[src/rtl/pipelined_rippleadder.sv]
// pipelined_rippleadder: WIDTH-bit adder split into STAGES = WIDTH/SEG
// register stages. Each stage ripples SEG bits using the 1-bit carry held
// by the previous stage. A global advance signal
// (adv = ~Out_valid | Out_ready) freezes the whole pipeline under
// backpressure.
// Optional feature macro: ADDSUB_EN adds the Sub port. With Sub=1 the
// block computes A + ~B + 1, and Cin is ignored.
module pipelined_rippleadder #(
  parameter int unsigned WIDTH = 16,
  parameter int unsigned SEG   = 4
) (
  input  logic             CLK,
  input  logic             RST,
  input  logic             In_valid,
  output logic             In_ready,
  input  logic [WIDTH-1:0] A,
  input  logic [WIDTH-1:0] B,
  input  logic             Cin,
`ifdef ADDSUB_EN
  input  logic             Sub,
`endif
  output logic             Out_valid,
  input  logic             Out_ready,
  output logic [WIDTH-1:0] S,
  output logic             Cout,
  output logic             Ovf
);

  localparam int unsigned STAGES = WIDTH / SEG;
  localparam int unsigned LAST   = STAGES - 1;

  // Per-stage state: delayed operands, forwarded low sum bits, carry, valid
  logic [WIDTH-1:0] r_a [STAGES];
  logic [WIDTH-1:0] r_b [STAGES];
  logic [WIDTH-1:0] r_s [STAGES];
  logic             r_c [STAGES];
  logic             r_v [STAGES];
  logic             r_ovf;

  // Stage inputs (what each stage would load on an advance)
  logic [WIDTH-1:0] w_ain [STAGES];
  logic [WIDTH-1:0] w_bin [STAGES];
  logic [WIDTH-1:0] w_sin [STAGES];
  logic             w_cin [STAGES];
  logic             w_vin [STAGES];
  logic [SEG:0]     w_add [STAGES];
  logic [WIDTH-1:0] w_b0;
  logic             w_c0;
  logic             w_adv;
  logic             w_cmsb;
  logic             w_unused;

`ifdef ADDSUB_EN
  // Subtraction folds into stage 0 as an inverted B plus a forced carry
  assign w_b0 = Sub ? ~B : B;
  assign w_c0 = Sub ? 1'b1 : Cin;
`else
  assign w_b0 = B;
  assign w_c0 = Cin;
`endif

  assign w_adv     = ~r_v[LAST] | Out_ready;
  assign In_ready  = w_adv;
  assign Out_valid = r_v[LAST];
  assign S         = r_s[LAST];
  assign Cout      = r_c[LAST];
  assign Ovf       = r_ovf;

  // The last stage's operand copies are never consumed downstream
  assign w_unused = ^{r_a[LAST], r_b[LAST]};

  // Stage input selection and per-stage SEG-bit ripple addition
  always_comb begin
    w_ain[0] = A;
    w_bin[0] = w_b0;
    w_sin[0] = '0;
    w_cin[0] = w_c0;
    w_vin[0] = In_valid;
    for (int unsigned k = 1; k < STAGES; k++) begin
      w_ain[k] = r_a[k-1];
      w_bin[k] = r_b[k-1];
      w_sin[k] = r_s[k-1];
      w_cin[k] = r_c[k-1];
      w_vin[k] = r_v[k-1];
    end
    for (int unsigned k = 0; k < STAGES; k++) begin
      w_add[k] = {1'b0, w_ain[k][k*SEG +: SEG]}
               + {1'b0, w_bin[k][k*SEG +: SEG]}
               + (SEG+1)'(w_cin[k]);
    end
    // Carry into the MSB recovered from sum bit: s = a ^ b ^ c_in
    w_cmsb = w_ain[LAST][WIDTH-1] ^ w_bin[LAST][WIDTH-1] ^ w_add[LAST][SEG-1];
  end

  // Pipeline registers: all stages advance together or hold together
  always_ff @(posedge CLK or posedge RST) begin
    if (RST) begin
      for (int unsigned k = 0; k < STAGES; k++) begin
        r_a[k] <= '0;
        r_b[k] <= '0;
        r_s[k] <= '0;
        r_c[k] <= 1'b0;
        r_v[k] <= 1'b0;
      end
      r_ovf <= 1'b0;
    end else if (w_adv) begin
      for (int unsigned k = 0; k < STAGES; k++) begin
        r_v[k] <= w_vin[k];
        // Bubbles move only the valid bit; data registers hold
        if (w_vin[k]) begin
          r_a[k]               <= w_ain[k];
          r_b[k]               <= w_bin[k];
          r_s[k]               <= w_sin[k];
          r_s[k][k*SEG +: SEG] <= w_add[k][SEG-1:0];
          r_c[k]               <= w_add[k][SEG];
        end
      end
      if (w_vin[LAST]) begin
        r_ovf <= w_cmsb ^ w_add[LAST][SEG];
      end
    end
  end

endmodule

[config.mk]
export PLATFORM = sky130hd
export DESIGN_NAME = pipelined_rippleadder
export DESIGN_NICKNAME = d
export VERILOG_FILES = /design/src/rtl/pipelined_rippleadder.sv
export SDC_FILE = /design/constraint.sdc
export NUM_CORES = 1
export LEC_CHECK = 0
export CAP_MARGIN = 20
export CORE_MARGIN = 2
export CORE_UTILIZATION = 49
export DETAILED_ROUTE_END_ITERATION = 10
export PLACE_DENSITY = 0.72
export SLEW_MARGIN = 20
export SYNTH_ARGS = -nofsm -noshare
export SYNTH_HDL_FRONTEND = slang
export SYNTH_SLANG_ARGS = --single-unit
[constraint.sdc]
create_clock -name CLK -period 8.8 [get_ports CLK]
set_clock_uncertainty 0.1 [all_clocks]
set_input_delay 1.32 -clock CLK [delete_from_list [all_inputs] [get_ports CLK]]
set_output_delay 1.32 -clock CLK [all_outputs]
set_load 0.05 [all_outputs]
==> flow_summary.ini <==
[worst_setup_path]
path_max_fanout = 6
end_kind = output port
worst_ep_arrival_time_ps = 2790
crit_required_ps = 7380
worstSetupPathType = input pin to output port
start_kind = input pin

[die]
dieArea_mm2 = 0.00947
ios = 57
initial_core_util = 0.497
die_y_um = 97.3
rows = 34
die_x_um = 97.3
design.core.area_mm2 = 0.00859

[global_routing]
grt_use_total = 0.147
grt_antenna_before_repair = 0
gr-total-overflow = 0
grt_max_degree = 52
grt_pass1_wl_um = 11200
grt_pass1_vias = 2413

[layout]
n_antenna_cell = 0
area_delta_synth_final_pct = 15.9
drive_gt1_frac = 0.288
nets = 397
fin_area_mm2 = 0.00494
instances_no_fill = 452

[sta]
clock.fmax_mhz = 237
hold_violations = 0
period_needed_ps = 4210
fin_crit_sh = 0.479
fin_ws_ps = 4590
drv_slew = 0
rsz0062_at_grt = false
setup-violations-final = 0
tns_ps = 0
worstMarginPinSlew_ps = 738
slew_headroom = 0.506

[status]
status = complete, no violations

[clock_tree]
clkTransAtPathRegs_ps = 80
clock_sinks = 97
cts.htree.levels = 3
cts_made_buffers = 9
clk_path_buf_depth = 2
ctsResizeCount = 0
ctsHoldBuffers = 0
cts_setup_buffers = 0
cts_root_buf = clkbuf_8
clock_latency_ps = 350
cts_tree = yes

[placement]
hpwlAfterDp_um = 4460
place.gp.congestion = 0.714
placed_cell_area_mm2 = 0.00476
portBuffers = 56
place_ws_ps = 4580
place_inst = 437

[worst_hold_path]
hold_path.class = flop to flop

[drt]
postRouteAntennaNets = 0
wl_per_cell_um = 14.5
num_vias = 2264
drt_iter0_drc = 57
dr.pass1.iters = 4
drc = 0
via_per_inst = 5.01
totalWireLength_um = 6540

[logic_synthesis]
syn_inst = 298
synthTopCellsByArea = dfrtp_1 (57%), mux2_2 (20%), fa_1 (3.8%)
synth.distinct_cells = 20
syn_area_mm2 = 0.00427
synth_warnings = 0
ys_ff_latch = 97
syn_nets = 355
avgSynthCellArea_um2 = 14.3
seq_area_frac_synth = 0.569
synth_top_cell_by_area = dfrtp_1
synth.top_cell.area_share = 0.569

[power]
p_leak_nw = 2.21
peakVddDrop_v = 0.000138
p_per_area_mw_per_mm2 = 372

[job]
maxCapViolCount = 0
[worst max-delay path, stage by stage]
cell and delay (ps):
clkdlybuf4s50_1 500, nor2b_4 70, inv_6 90, clkdlybuf4s50_1 810
[power by group]
part	switching (mW)	internal, mW	leakage (nW)	total, mW
Combinational	0.414	0.391	0.966	0.805
Clock	0.147	0.130	0.0844	0.277
Sequential	0.110	0.645	1.16	0.756
Total	0.672	1.17	2.21	1.84
[path summary, 6_finish.rpt]
| check | start | end | slack, ps | cells past startpoint |
|---|---|---|---|---|
| setup / recovery | Out_ready | In_ready | 4590 | 4 |
| hold / removal | r_s[26]$_DFFE_PP0P_ | r_s[26]$_DFFE_PP0P_ | 380 | 2 |
| setup reg to reg | r_a[28]$_DFFE_PP0P_ | Ovf$_DFFE_PP0P_ | 6620 | 6 |
| hold reg to reg | r_s[26]$_DFFE_PP0P_ | r_s[26]$_DFFE_PP0P_ | 380 | 2 |
| max in group asynchronous | RST | r_b[44]$_DFFE_PP0P_ | 6240 | 3 |
| min in group asynchronous | RST | S[1]$_DFFE_PP0P_ | 1290 | 2 |
[flip-flops by register name, summed over array words and instances (netlist names)]
signal	count
r_a	24
r_b	24
r_s	24
S	16
r_c	3
r_v	3
Cout	1
Out_valid	1
Ovf	1
[final cells by class]
cell class | instances | area [um^2]
fill | 719 | 3650
sequential | 97 | 2430
inverter | 10 | 45.0
timing repair buffer | 57 | 568
tap | 108 | 135
clock inverter | 5 | 57.6
multi-input combinational | 165 | 1580
clock buffer | 10 | 128
[cells in the final DEF (no fill, tap or decap), types with 6 or more instances in the layout]
cell type	count
dfrtp_1	97
mux2_2	74
clkdlybuf4s50_1	56
nand2_1	21
o21ai_0	15
ha_1	12
clkbuf_8	9
inv_1	8
a21o_1	8
a21oi_1	8
fa_1	8
xor2_1	6
[stage by stage]
stage,utilization,total power [mW],hold WS (ps)
after floorplan,-,1.43,345
after global placement,0.554,1.55,357
after detailed placement,0.554,1.58,366
after CTS,0.575,1.86,385
after global routing,0.575,1.97,404
final,0.575,1.84,377
[cells by family (layout without fill, tap and decap cells)]
| kind of cell | Yosys count | count (layout) | synth area share |
|---|---|---|---|
| mux | 78 | 78 | 0.209 |
| flops | 97 | 97 | 0.569 |
| compound gates | 31 | 31 | 0.0411 |
| xor+xnor | 9 | 9 | 0.0185 |
| fa+ha+maj | 20 | 20 | 0.0727 |
| buf+inv | 36 | 82 | 0.0601 |
| simple gates | 27 | 27 | 0.0302 |
[synthesized netlist by cell type]
library cell,n
a21oi_1,8
mux2_1,1
nand2_2,3
buf_6,5
mux2_4,3
nand2_4,1
ha_1,12
a21o_1,8
dfrtp_1,97
xor2_1,6
nand2b_1,1
mux2_2,74
buf_4,21
fa_1,8
xnor2_1,3
inv_6,1
nand2_1,21
inv_1,9
nor2b_4,1
o21ai_0,15
[routing by layer]
layer  vias to the layer above  global-route usage  wire length, um
met3                        10              0.0317              223
met4                         0              0.0545              101
met1                      1139               0.190             3040
li1                       1078                   -                -
met5                         -                   0                0
met2                        37               0.248             3180
Power figures use the tool's default switching activity.
==> RTL change 1: new RTL, config.mk and constraints unchanged <==
The parameter `WIDTH` goes from 16 to 32.
--- a/src/rtl/pipelined_rippleadder.sv
+++ b/src/rtl/pipelined_rippleadder.sv
@@ -6,7 +6,7 @@
 // Optional feature macro: ADDSUB_EN adds the Sub port. With Sub=1 the
 // block computes A + ~B + 1, and Cin is ignored.
 module pipelined_rippleadder #(
-  parameter int unsigned WIDTH = 16,
+  parameter int unsigned WIDTH = 32,
   parameter int unsigned SEG   = 4
 ) (
   input  logic             CLK,
Interface: changed (resized A, B and S); port bits go from 57 to 105. The function was not compared with the original's and may differ.
==> RTL change 1 against the original RTL <==
  * Synthesized cell count grew to 3.4 times the old value
  * Via count increased to 3.4 times the old value
  * Combinational power increased to 3.2 times the old value
  * Count of clock-buffer cells in the layout up 47
  * Final area grew to 3.7 times the old value
  * Sequential cell count rose by 288
  * Die area rose to 3.5 times the old value
  * Synthesized area rose to 3.7 times the old value
  * Clock power grew to 6.0 times the old value
  * Total power grew to 4.0 times the old value
  * Routed wire length rose to 3.9 times the old value
  * Global-route usage increased by 1.1 points
  * Worst setup slack lost 420 ps
==> RTL change 1: results (changes against the original RTL) <==
[outcome]
status=finished, final reports clean

[cts]
path_clk_slew_ps=50  ; -30 ps
clockBufferDepth=3  ; +1
clk_latency_ps=510  ; +160 ps
root_buffer=clkbuf_16
htreeDepth=2  ; -1

[placed_design]
place_area_sq_um=16800  ; +250%
dp.cells=1458  ; +230%
io_buffers=104  ; +86%
place_congestion=0.744  ; +4.1%
dp_hpwl_um=16400  ; +270%

[yosys]
ys_top_cells_by_count=dfrtp_1 (385), mux2_2 (291), mux2_4 (50), nand2_1 (48), buf_4 (44)
yosysSeqAreaShare_pct=61.1  ; +4.2 points
synth_area_per_cell_sq_um=15.5  ; +8.3%
yosys-top-cells-area=dfrtp_1 (61%), mux2_2 (21%), mux2_4 (4.8%), buf_4 (2.1%), fa_1 (2.0%)
synth_nets=1125  ; +220%

[routing]
wl_per_cell_um=16.6  ; +14%
totalWireLength_um=25200  ; +290%
drt_iter0_drc=350  ; +510%
vias_per_cell=5.06  ; +1.0%

[worst_hold_path]
worstHoldStart=S[29]$_DFFE_PP0P_
min_to=S[29]$_DFFE_PP0P_

[cells_and_area]
multi_input_gates=524  ; +220%
sh_seq_area_pct=53.0  ; +3.9 points
seq_cells=385  ; +300%
buffers=114  ; +100%
top_regs=r_a (112), r_b (112), r_s (112)
n_all_inverters=33  ; +23
fin_nets=1206  ; +200%

[power]
pwr-share-clk_pct=22.8  ; +7.7 points
irDropWorstVdd_uv=194  ; +41%
power_frac_comb_pct=35.0  ; -8.8 points
swShare_pct=31.2  ; -5.3 points
power_uw=7320  ; +300%

[global_route]
grt_max_degree=174  ; +230%
grt_pass1_wl_um=42900  ; +280%
grt_pass1_vias=8102  ; +240%

[worst_setup_path]
rrSetupSlack_ps=6020  ; -600 ps
cp_max_fo=10  ; +4
r2r-start=Out_valid$_DFFE_PP0N_
slowest_delay_ps=750  ; -60 ps
ff2ff_path_depth=5  ; -1
r2r_end=r_b[243]$_DFFE_PP0P_

[timing]
whs_ps=378  ; +0.523 ps
min_period_ps=4630  ; +422 ps
slew_headroom_pct=32.7  ; -18 points

[floorplan]
core_sq_um=31600  ; +270%

## RTL change 1: cell count changes after synthesis, sizes merged, moves of 12 or more
cell and delta:
nand2 +29, buf +48, o21ai +17, mux2 +267
inv +23, ha +12, dfrtp +288
## RTL change 1: worst min-delay path, cell delays in order, from the launching register on
cell	delay, ps
dfrtp_1	340
nand2_1	50
o21ai_0	60
## RTL change 1: cell families (layout without fill, tap and decap cells)
logic type | after synthesis | after routing | share of synthesized area (%)
and+or+nand+nor | 59 | 59 | 1.55
xor gates and xnor gates | 17 | 17 | 0.945
buffers and inverters | 107 | 213 | 4.34
AOI/OAI and AO/OA | 63 | 63 | 2.24
DFF | 385 | 385 | 61.1
adders and majority gates | 40 | 40 | 3.94
muxes | 345 | 345 | 25.8
## RTL change 1: per-layer routing
metal	vias up	part of all wire [%]	track usage, %
met5	-	0	0
met4	0	1.4	3.84
met3	36	3.5	2.82
met2	126	43	23.3
met1	3925	52	24.7
li1	3625	-	-
==> RTL change 2: new RTL, same flow settings <==
Without the edit above. Register the output `Ovf` once more, cleared by the reset; this adds one clock of latency there. The other outputs are not delayed to match.
--- a/src/rtl/pipelined_rippleadder.sv
+++ b/src/rtl/pipelined_rippleadder.sv
@@ -64,7 +64,13 @@
   assign Out_valid = r_v[LAST];
   assign S         = r_s[LAST];
   assign Cout      = r_c[LAST];
-  assign Ovf       = r_ovf;
+  always_ff @(posedge CLK or posedge RST) begin
+    if (RST) begin
+      Ovf <= '0;
+    end else begin
+      Ovf <= r_ovf;
+    end
+  end
 
   // The last stage's operand copies are never consumed downstream
   assign w_unused = ^{r_a[LAST], r_b[LAST]};
Behaviour: not the same (a bounded check fails within 10 cycles, from zero or initial values and one cycle with RST high).
==> RTL change 2 against the original RTL <==
  * Clock power increased by 5%
  * Synthesized area rose by 0.59%
  * Worst hold slack lost 93 ps
  * Final area increased by 0.94%
  * Routed wire length fell by 1.7%
  * Synthesized cell count up 0.34%
  * Worst setup slack got worse by 6.8 ps
  * Total power is 1.1% higher
  * First-iteration DRC count decreased by 18%
  * Non-clock buffer count is the same
  * Global-route usage is 0.19 points lower
  * Sequential cell count grew 1
  * Largest cell class unchanged
==> RTL change 2: results (changes against the original RTL) <==
[yosys]
yosys-top-cells-area=dfrtp_1 (57%), mux2_2 (19%), fa_1 (3.7%), buf_4 (3.7%), ha_1 (3.5%)
synth_area_sq_um=4290  ; +0.59%
ys_top_cells_by_count=dfrtp_1 (98), mux2_2 (74), buf_4 (21), nand2_1 (21), o21ai_0 (15)
yosysSeqAreaShare_pct=57.1  ; +0.25 points
synth_mux_area_share_pct=20.7  ; -0.12 points
synth-adder-area-share_pct=7.23  ; -0.042 points
synth_xor_area_share_pct=1.84  ; -0.011 points
synth_nets=356  ; +0.28%
synth-compound-area-share_pct=4.08  ; -0.024 points

[global_route]
grt_pass1_vias=2275  ; -5.7%
grt_pass1_wl_um=10900  ; -2.4%
track_usage_pct=14.6  ; -0.19 points
grt_max_degree=90  ; +73%

[cts]
path_clk_slew_ps=90
postCtsSetupBuffers=0  ; unchanged

[timing]
worst_slew_pin_slew_ps=786  ; +48.6 ps
finalCritPeriodShare_pct=48.0  ; +0.077 points
whs_ps=284  ; -92.9 ps

[worst_setup_path]
crit_arrival_ps=2800  ; about the same
rrSetupSlack_ps=6610  ; about the same
endpoint=In_ready
r2r_end=r_ovf$_DFFE_PP0P_

[routing]
wl_per_cell_um=14.2  ; -2.1%
drt_iter0_drc=47  ; -18%
via_count=2248  ; -0.71%
dr.pass1.iters=4  ; unchanged

[power]
irDropWorstVdd_uv=119  ; -13%
leakagePower_uw=0.00222  ; +0.68%

[placed_design]
dp_hpwl_um=4430  ; -0.65%
pre_cts_ws_ps=4580  ; -4.65 ps
place_congestion=0.775  ; +8.5%

[outcome]
status=finished, final reports clean

[cells_and_area]
fin_nets=398  ; +0.25%
drive_above_1_share_pct=29.2  ; +0.41 points

[worst_hold_path]
worstHoldStart=r_ovf$_DFFE_PP0P_

-- RTL change 2: cell types whose count changed after synthesis --
cell     change
dfrtp_1      +1
-- RTL change 2: cell families after synthesis --
family / count (synthesis)
AO/OA/AOI/OAI: 31
XOR/XNOR: 9
adder cells (fa/ha/maj): 20
buffers and inverters: 36
flip-flops: 98
multiplexers: 78
AND/OR/NAND/NOR: 27
-- RTL change 2: final cells by class --
type	instances	area, sq um
sequential	98	2450
clock buffer	9	124
clock inverter	7	78.8
tap	108	135
fill	728	3600
inverter	10	45.0
multi-input combinational	165	1580
timing repair buffer	57	572
-- RTL change 2: critical path, cell delays in order --
cell	delay [ps]
clkdlybuf4s50_1	500
nor2b_4	70
inv_6	90
clkdlybuf4s50_1	810
-- RTL change 2: stage by stage --
step | area, sq um | total power, uW | utilization [%] | instances
floorplan | 4290 | 1440 | - | 299
CTS | 4990 | 1880 | 58.0 | 454
finish | 4990 | 1860 | 58.1 | 454
global placement | 4780 | 1560 | 55.7 | 438
global route | 4990 | 2000 | 58.1 | 454
detailed placement | 4780 | 1590 | 55.7 | 438
-- RTL change 2: where the power goes --
part	internal [uW]	total [uW]	switching [uW]
clock network	133	291	158
registers	652	765	113
logic	392	801	409
total	1180	1860	681
-- RTL change 2: metal layers --
metal / wire, um / share of wire [%] / GRT usage (%) / vias to the layer above
met2: 3030 / 47 / 22.1 / 41
met3: 208 / 3.2 / 2.52 / 11
met5: 0 / 0 / 0 / -
met4: 86 / 1.3 / 7.37 / 0
met1: 3110 / 48 / 20.3 / 1110
li1: - / - / - / 1086
-- RTL change 2: how the worst min path moves through the flow --
stage / end / depth (start not counted)
5_1_grt: Ovf$_DFF_PP0_ / 0
4_1_cts: Ovf$_DFF_PP0_ / 0
2_1_floorplan: Ovf$_DFF_PP0_ / 0
3_3_place_gp: Ovf$_DFF_PP0_ / 0
6_report: Ovf$_DFF_PP0_ / 0
3_5_place_dp: Ovf$_DFF_PP0_ / 0
